`config.mk`:
```
export PLATFORM = sky130hd
export DESIGN_NAME = gpu_cmd_writer
export DESIGN_NICKNAME = d
export VERILOG_FILES = /design/src/rtl/gpu_pkg.sv /design/src/rtl/sync_fifo.sv /design/src/rtl/gpu_cmd_writer.sv
export SDC_FILE = /design/constraint.sdc
export NUM_CORES = 1
export LEC_CHECK = 0
export ABC_AREA = 1
export CORE_MARGIN = 10
export CORE_UTILIZATION = 40
export DETAILED_ROUTE_END_ITERATION = 16
export PLACE_DENSITY = 0.55
export SLEW_MARGIN = 40
export SYNTH_ARGS = -nofsm -noshare
export SYNTH_HDL_FRONTEND = slang
export SYNTH_SLANG_ARGS = --single-unit
export TNS_END_PERCENT = 10
```
`constraint.sdc`:
```
create_clock -name CLK -period 2.7 [get_ports CLK]
set_clock_uncertainty 0.2 [all_clocks]
set_input_delay 0.54 -clock CLK [delete_from_list [all_inputs] [get_ports CLK]]
set_output_delay 0.54 -clock CLK [all_outputs]
set_load 0.02 [all_outputs]
```
`src/rtl/gpu_pkg.sv`:
```
// Shared command codes, FSM encoding and timing constants for the
// text-mode GPU command writer.
package gpu_pkg;

    typedef enum logic [1:0] {
        CMD_CHAR  = 2'b00,
        CMD_CLEAR = 2'b01,
        CMD_COLOR = 2'b10,
        CMD_RSVD  = 2'b11
    } cmd_e;

    typedef enum logic [1:0] {
        ST_IDLE    = 2'b00,
        ST_SETUP   = 2'b01,
        ST_STROBE  = 2'b10,
        ST_RECOVER = 2'b11
    } state_e;

    typedef struct packed {
        cmd_e       cmd;
        logic [6:0] data;
    } cmd_entry_t;

    localparam int               CNT_W       = 13;
    // Clearing 4800 cells keeps the GPU busy for 4802 bus ticks.
    localparam logic [CNT_W-1:0] CLEAR_TICKS = 13'd4802;

endpackage

```
`src/rtl/sync_fifo.sv`:
```
// Synchronous FIFO with power-of-two depth; the extra pointer bit
// distinguishes full from empty.
module sync_fifo #(
    parameter int WIDTH = 9,
    parameter int DEPTH = 8
) (
    input  logic             clk_i,
    input  logic             rst_i,
    input  logic             push_i,
    input  logic [WIDTH-1:0] din_i,
    input  logic             pop_i,
    output logic [WIDTH-1:0] dout_o,
    output logic             full_o,
    output logic             empty_o
);
    localparam int AW = $clog2(DEPTH);

    logic [WIDTH-1:0] mem_q [DEPTH];
    logic [AW:0]      wptr_q, wptr_d, rptr_q, rptr_d;
    logic             wr_en, rd_en;

    assign full_o  = (wptr_q[AW] != rptr_q[AW]) && (wptr_q[AW-1:0] == rptr_q[AW-1:0]);
    assign empty_o = (wptr_q == rptr_q);
    // Full is registered, so a same-cycle pop never frees room for a push.
    assign wr_en   = push_i & ~full_o;
    assign rd_en   = pop_i & ~empty_o;
    assign wptr_d  = wptr_q + (AW+1)'(wr_en);
    assign rptr_d  = rptr_q + (AW+1)'(rd_en);
    assign dout_o  = mem_q[rptr_q[AW-1:0]];

    always_ff @(posedge clk_i) begin
        if (rst_i) begin
            wptr_q <= '0;
            rptr_q <= '0;
        end else begin
            wptr_q <= wptr_d;
            rptr_q <= rptr_d;
        end
    end

    always_ff @(posedge clk_i) begin
        if (wr_en) mem_q[wptr_q[AW-1:0]] <= din_i;
    end

endmodule

```
`src/rtl/gpu_cmd_writer.sv`:
```
// Buffers host commands and replays them as strobed writes on the slow
// text-mode GPU bus (GPU_CLK = CLK/2, GPU samples on the falling edge).
module gpu_cmd_writer
    import gpu_pkg::*;
#(
    parameter int FIFO_DEPTH = 8
) (
    input  logic       CLK,
    input  logic       RST,
    input  logic       IN_VALID,
    input  logic [1:0] IN_CMD,
    input  logic [7:0] IN_DATA,
    output logic       IN_READY,
    output logic       GPU_CLK,
    output logic       GPU_CE,
    output logic       GPU_RW,
    output logic [1:0] GPU_ADDR,
    output logic [6:0] GPU_DATA,
    output logic       BUSY
);
    state_e           state_q, state_d;
    logic             gclk_q;
    logic             ce_q, ce_d, rw_q, rw_d;
    logic [1:0]       addr_q, addr_d;
    logic [6:0]       data_q, data_d;
    logic [CNT_W-1:0] cnt_q, cnt_d;
    cmd_entry_t       wr_entry, rd_entry;
    logic             full, empty, push, pop, tick;
    logic             unused_data7;

    assign unused_data7 = IN_DATA[7];
    assign wr_entry     = '{cmd: cmd_e'(IN_CMD), data: IN_DATA[6:0]};
    assign push         = IN_VALID & IN_READY;
    // Bus state only moves as GPU_CLK rises, leaving a full CLK of settle
    // time before the GPU samples on the falling edge.
    assign tick         = ~gclk_q;

    sync_fifo #(
        .WIDTH($bits(cmd_entry_t)),
        .DEPTH(FIFO_DEPTH)
    ) u_fifo (
        .clk_i  (CLK),
        .rst_i  (RST),
        .push_i (push),
        .din_i  (wr_entry),
        .pop_i  (pop),
        .dout_o (rd_entry),
        .full_o (full),
        .empty_o(empty)
    );

    always_ff @(posedge CLK) begin
        if (RST) begin
            gclk_q  <= 1'b0;
            state_q <= ST_IDLE;
            ce_q    <= 1'b1;
            rw_q    <= 1'b1;
            addr_q  <= '0;
            data_q  <= '0;
            cnt_q   <= '0;
        end else begin
            gclk_q  <= ~gclk_q;
            state_q <= state_d;
            ce_q    <= ce_d;
            rw_q    <= rw_d;
            addr_q  <= addr_d;
            data_q  <= data_d;
            cnt_q   <= cnt_d;
        end
    end

    always_comb begin
        state_d = state_q;
        ce_d    = ce_q;
        rw_d    = rw_q;
        addr_d  = addr_q;
        data_d  = data_q;
        cnt_d   = cnt_q;
        pop     = 1'b0;
        if (tick) begin
            case (state_q)
                ST_IDLE: begin
                    rw_d = 1'b1;
                    if (!empty) begin
                        pop = 1'b1;
                        // Reserved entries are dropped here without touching the bus.
                        if (rd_entry.cmd != CMD_RSVD) begin
                            addr_d  = rd_entry.cmd;
                            data_d  = rd_entry.data;
                            rw_d    = 1'b0;
                            ce_d    = 1'b1;
                            state_d = ST_SETUP;
                        end
                    end
                end
                ST_SETUP: begin
                    ce_d    = 1'b0;
                    state_d = ST_STROBE;
                end
                ST_STROBE: begin
                    ce_d    = 1'b1;
                    cnt_d   = (addr_q == CMD_CLEAR) ? CLEAR_TICKS : CNT_W'(1);
                    state_d = ST_RECOVER;
                end
                ST_RECOVER: begin
                    cnt_d = cnt_q - CNT_W'(1);
                    if (cnt_q <= CNT_W'(1)) begin
                        cnt_d   = '0;
                        rw_d    = 1'b1;
                        state_d = ST_IDLE;
                    end
                end
                default: state_d = ST_IDLE;
            endcase
        end
    end

    assign IN_READY = ~RST & ~full;
    assign BUSY     = ~RST & (~empty | (state_q != ST_IDLE));
    assign GPU_CLK  = gclk_q;
    assign GPU_CE   = ce_q;
    assign GPU_RW   = rw_q;
    assign GPU_ADDR = addr_q;
    assign GPU_DATA = data_q;

endmodule

```
==> metrics.md <==
| Metric | Value |
|---|---|
| Num CTS Buffers | 9 |
| Max-cap viol count | 0 |
| Post-Syn Area | roughly 0.0048 mm^2 |
| Htree depth | 3 |
| Grt met3 use | 0.04323 |
| Top-count cell post-synth | nor2_1 |
| Area Growth Syn to Fin | 16.04% |
| Critical path peak fanout | 4 |
| Leading area contributor after synthesis | edfxtp_1 |
| Number of synthesized register bits | 107 |
| Syn Area/Cell | 9.770 um^2 |
| Worst setup path category | flip-flop to output port |
| Clock latency on the worst-skew pair | between 300 and 400 ps |
| Synth unique cells | 34 |
| Max stage delay on crit path | around 380 ps |
| DR vias | 3,352 |
| Cell with the largest stage delay on the worst path | dfxtp_1 |
| DRC Markers | 0 |
| Synth Area in XOR/XNOR | 0.02713 |
| Crit path cell chain | inv_1 -> nand2_1 -> nand2_1 -> nor2_4 -> nand4_1 -> nand2_1 -> inv_1 -> dlygate4sd2_1 |
| # diodes | 0 |
| Pleak | around 2.2 nW |
| WP data arrival | approximately 1700 ps |
| Peak Freq | 0.4027 GHz |
| Largest net degree at the start of global routing | 37 |
| Worst setup EP type | output port |
| Setup slack after layout | roughly 220 ps |
| Final net count | about 560 |
| Crit-path leading delay family | simple AND/OR/NAND/NOR gates |
| Final TNS setup | 0 ps |
| Startpoint types | flip-flop |
| Synth Area in Adders | 0.02869 |
| Pwr dens | 870.8 mW/mm^2 |
| Unrepaired setup endpoints after global routing | false |
| Top cells by area, synth | edfxtp_1 45%, dfxtp_1 15%, nor2_1 8.1% |
| Grt met1 use | 0.1711 |
| EDFF count, synth | 72 |
| Final hold vios | 0 |
| Largest family of logic cells by synthesized area | simple AND/OR/NAND/NOR gates |
| Root Buffer | clkbuf_16 |
| Mapped Cells | 491 |
| Slew Viols, Final | 0 |
| Post-synth top cells | 104 x nor2_1, 86 x nand2_1, 72 x edfxtp_1 |
| Relative slew slack | 0.6404 |
| Antenna violations before repair | 0 |
| Final min period | 2483 ps |
| R2r setup slk | a little under 500 ps |
| Yosys warnings | 0 |
| DR iter-0 viols | 305 |
| Most frequent CP cell | nand2_1 |
| Clk slew on worst S/H paths | 70 ps |
| First-pass GRT wire length | 16,780 um |
| Synth Area in Compound Gates | 0.08320 |
| Die Area | around 0.017 mm^2 |
| Tot GR Track Use | 0.1291 |
| Core ar. | 0.01156 mm^2 |
| DIE WIDTH | between 100 and 150 um |
| Ports | 27 |
| Routability congestion estimate | 0.8265 |
| GR met2 Demand/Resource | 0.1981 |
| Remaining Overflow, GRT | 0 |
| Worst slack, placed | ~110 ps |
| Hold Path Class | flip-flop to flip-flop |
| Vias/cell | 4.922 |
| Worst-case vdd ir drop | 0.0004008 V |
| Final Hold Slack | 277.2 ps |
| Setup bufs post-CTS | 0 |
| Run status | finished clean |
| Synth Area in Simple Gates | 0.2068 |
| Router iterations before antenna repair | 5 |
| Row Count | 39 |
| Clk sink count | 107 |
| Initial Utilization | 0.4148 |
| Number of I/O port buffers | 25 |
| TritonCTS clock tree | done |
| Routed WL per cell | 15.15 um |
| Clk buf depth | 2 |
| Top_reg_cell synth | edfxtp_1 |
| Global route hottest layer | met2 |
| Final setup violation count | 0 |
| Die Height | 129.5 um |
| HPWL Detailed | 7156 um |
| Vias in the first global route | 3,250 |
| Post-Route WL | 10,320 um |
| Post-synthesis mux area share | 0 |
| Worst slew pin tran | 536.9 ps |
| Yosys top cell area share | 0.4507 |
| Antenna-violating nets left | 0 |
| Tcrit/Tclk final | 0.9198 |
| Share of layout cells above drive strength 1 | 0.1190 |
| Post-synth ARST share | 0 |
| Syn_nets | 515 |
| CP required | 1960 ps |
| WP buf/inv | 3 |
| Seq/Total Area, Yosys | 0.5968 |
metrics by stage:
stage          utilization  power [mW]  cell area [um^2]  cells
2_1_floorplan            -       3.257              4797    491
3_3_place_gp        0.4572       3.663              5288    665
3_5_place_dp        0.4572       3.680              5288    665
4_1_cts             0.4811       4.909              5564    681
5_1_grt             0.4813       5.201              5567    681
6_report            0.4813       4.847              5567    681
worst paths after layout:
kind                                     from                            to  cells after the start
setup / recovery  u_fifo.wptr_q[0]$_SDFF_PP0_                      IN_READY                      8
hold / removal            GPU_CE$_SDFFE_PP1P_           GPU_CE$_SDFFE_PP1P_                      2
setup reg to reg  u_fifo.rptr_q[0]$_SDFF_PP0_  u_fifo.mem_q[4][1]$_DFFE_PP_                      9
hold reg to reg           GPU_CE$_SDFFE_PP1P_           GPU_CE$_SDFFE_PP1P_                      2
worst register-to-register path: stages, from the launching register on:
cell and delay [ps]:
dfxtp_2 420, nand2_1 90, nand2_1 110, nor2_4 70, nand4_1 100, nand2_1 90, nor2_1 240, nand2_1 220
nor2_1 200, buf_4 200
cell usage in the layout (no fill, tap or decap), types with 2 or more instances in the layout:
| cell type | count |
|---|---|
| nand4_1 | 4 |
| xor2_1 | 7 |
| a21oi_2 | 2 |
| nand3_2 | 2 |
| xnor2_1 | 6 |
| edfxtp_1 | 72 |
| clkbuf_16 | 9 |
| nor2_1 | 104 |
| o211ai_1 | 14 |
| o21ai_1 | 6 |
| inv_6 | 2 |
| nand3_1 | 22 |
| a21oi_1 | 10 |
| dfxtp_1 | 31 |
| o21ai_2 | 2 |
| dfxtp_2 | 4 |
| inv_1 | 40 |
| buf_4 | 21 |
| clkinv_4 | 2 |
| nand2_4 | 4 |
| clkdlybuf4s50_1 | 23 |
| ha_1 | 11 |
| o21ai_0 | 31 |
| clkinvlp_4 | 3 |
| inv_2 | 3 |
| nand2_2 | 4 |
| nor2_2 | 2 |
| nand2_1 | 86 |
| clkbuf_1 | 2 |
flip-flops by register name, indices dropped and copies added (netlist names):
signal / flops
GPU_CLK: 1
u_fifo.mem_q: 72
GPU_RW: 1
GPU_ADDR: 2
GPU_CE: 1
GPU_DATA: 7
cnt_q: 13
u_fifo.wptr_q: 4
u_fifo.rptr_q: 4
state_q: 2
metal layers:
metal / part of all wire / routed length [um]
met5: 0 / 0
met4: 0.0090 / 93
met3: 0.043 / 440
met2: 0.45 / 4668
met1: 0.50 / 5117
cell type report:
cell class              instances  area (um^2)
clock buffers                  11        232.7
inverters                      45        178.9
repair buffers                 46        409.1
clock inverters                 5        40.04
flip-flops and latches        107         2868
fillers                      1099         5998
multi-input cells             324         1659
well taps                     143        178.9
power by group:
part	internal, mW	switching (mW)	leakage, nW	total, mW
Sequential	1.89	0.127	0.938	2.02
Clock	0.629	0.584	0.122	1.21
Combinational	0.598	1.02	1.14	1.61
Total	3.12	1.73	2.20	4.85
repair_timing:
item | CTS | global route
endpoints found under the setup margin | 2 | 1
cloned | 0 | 0
resized for setup | 5 | 1
hold buffers | 0 | 0
kinds of logic (layout without fill, tap and decap cells):
kind of cell	count (synthesis)	in the layout
adders and majority gates	11	11
AOI/OAI and AO/OA	68	68
buffers and inverters	60	107
DFF	107	107
xor gates and xnor gates	14	14
and+or+nand+nor	231	231
Power figures use the tool's default switching activity.
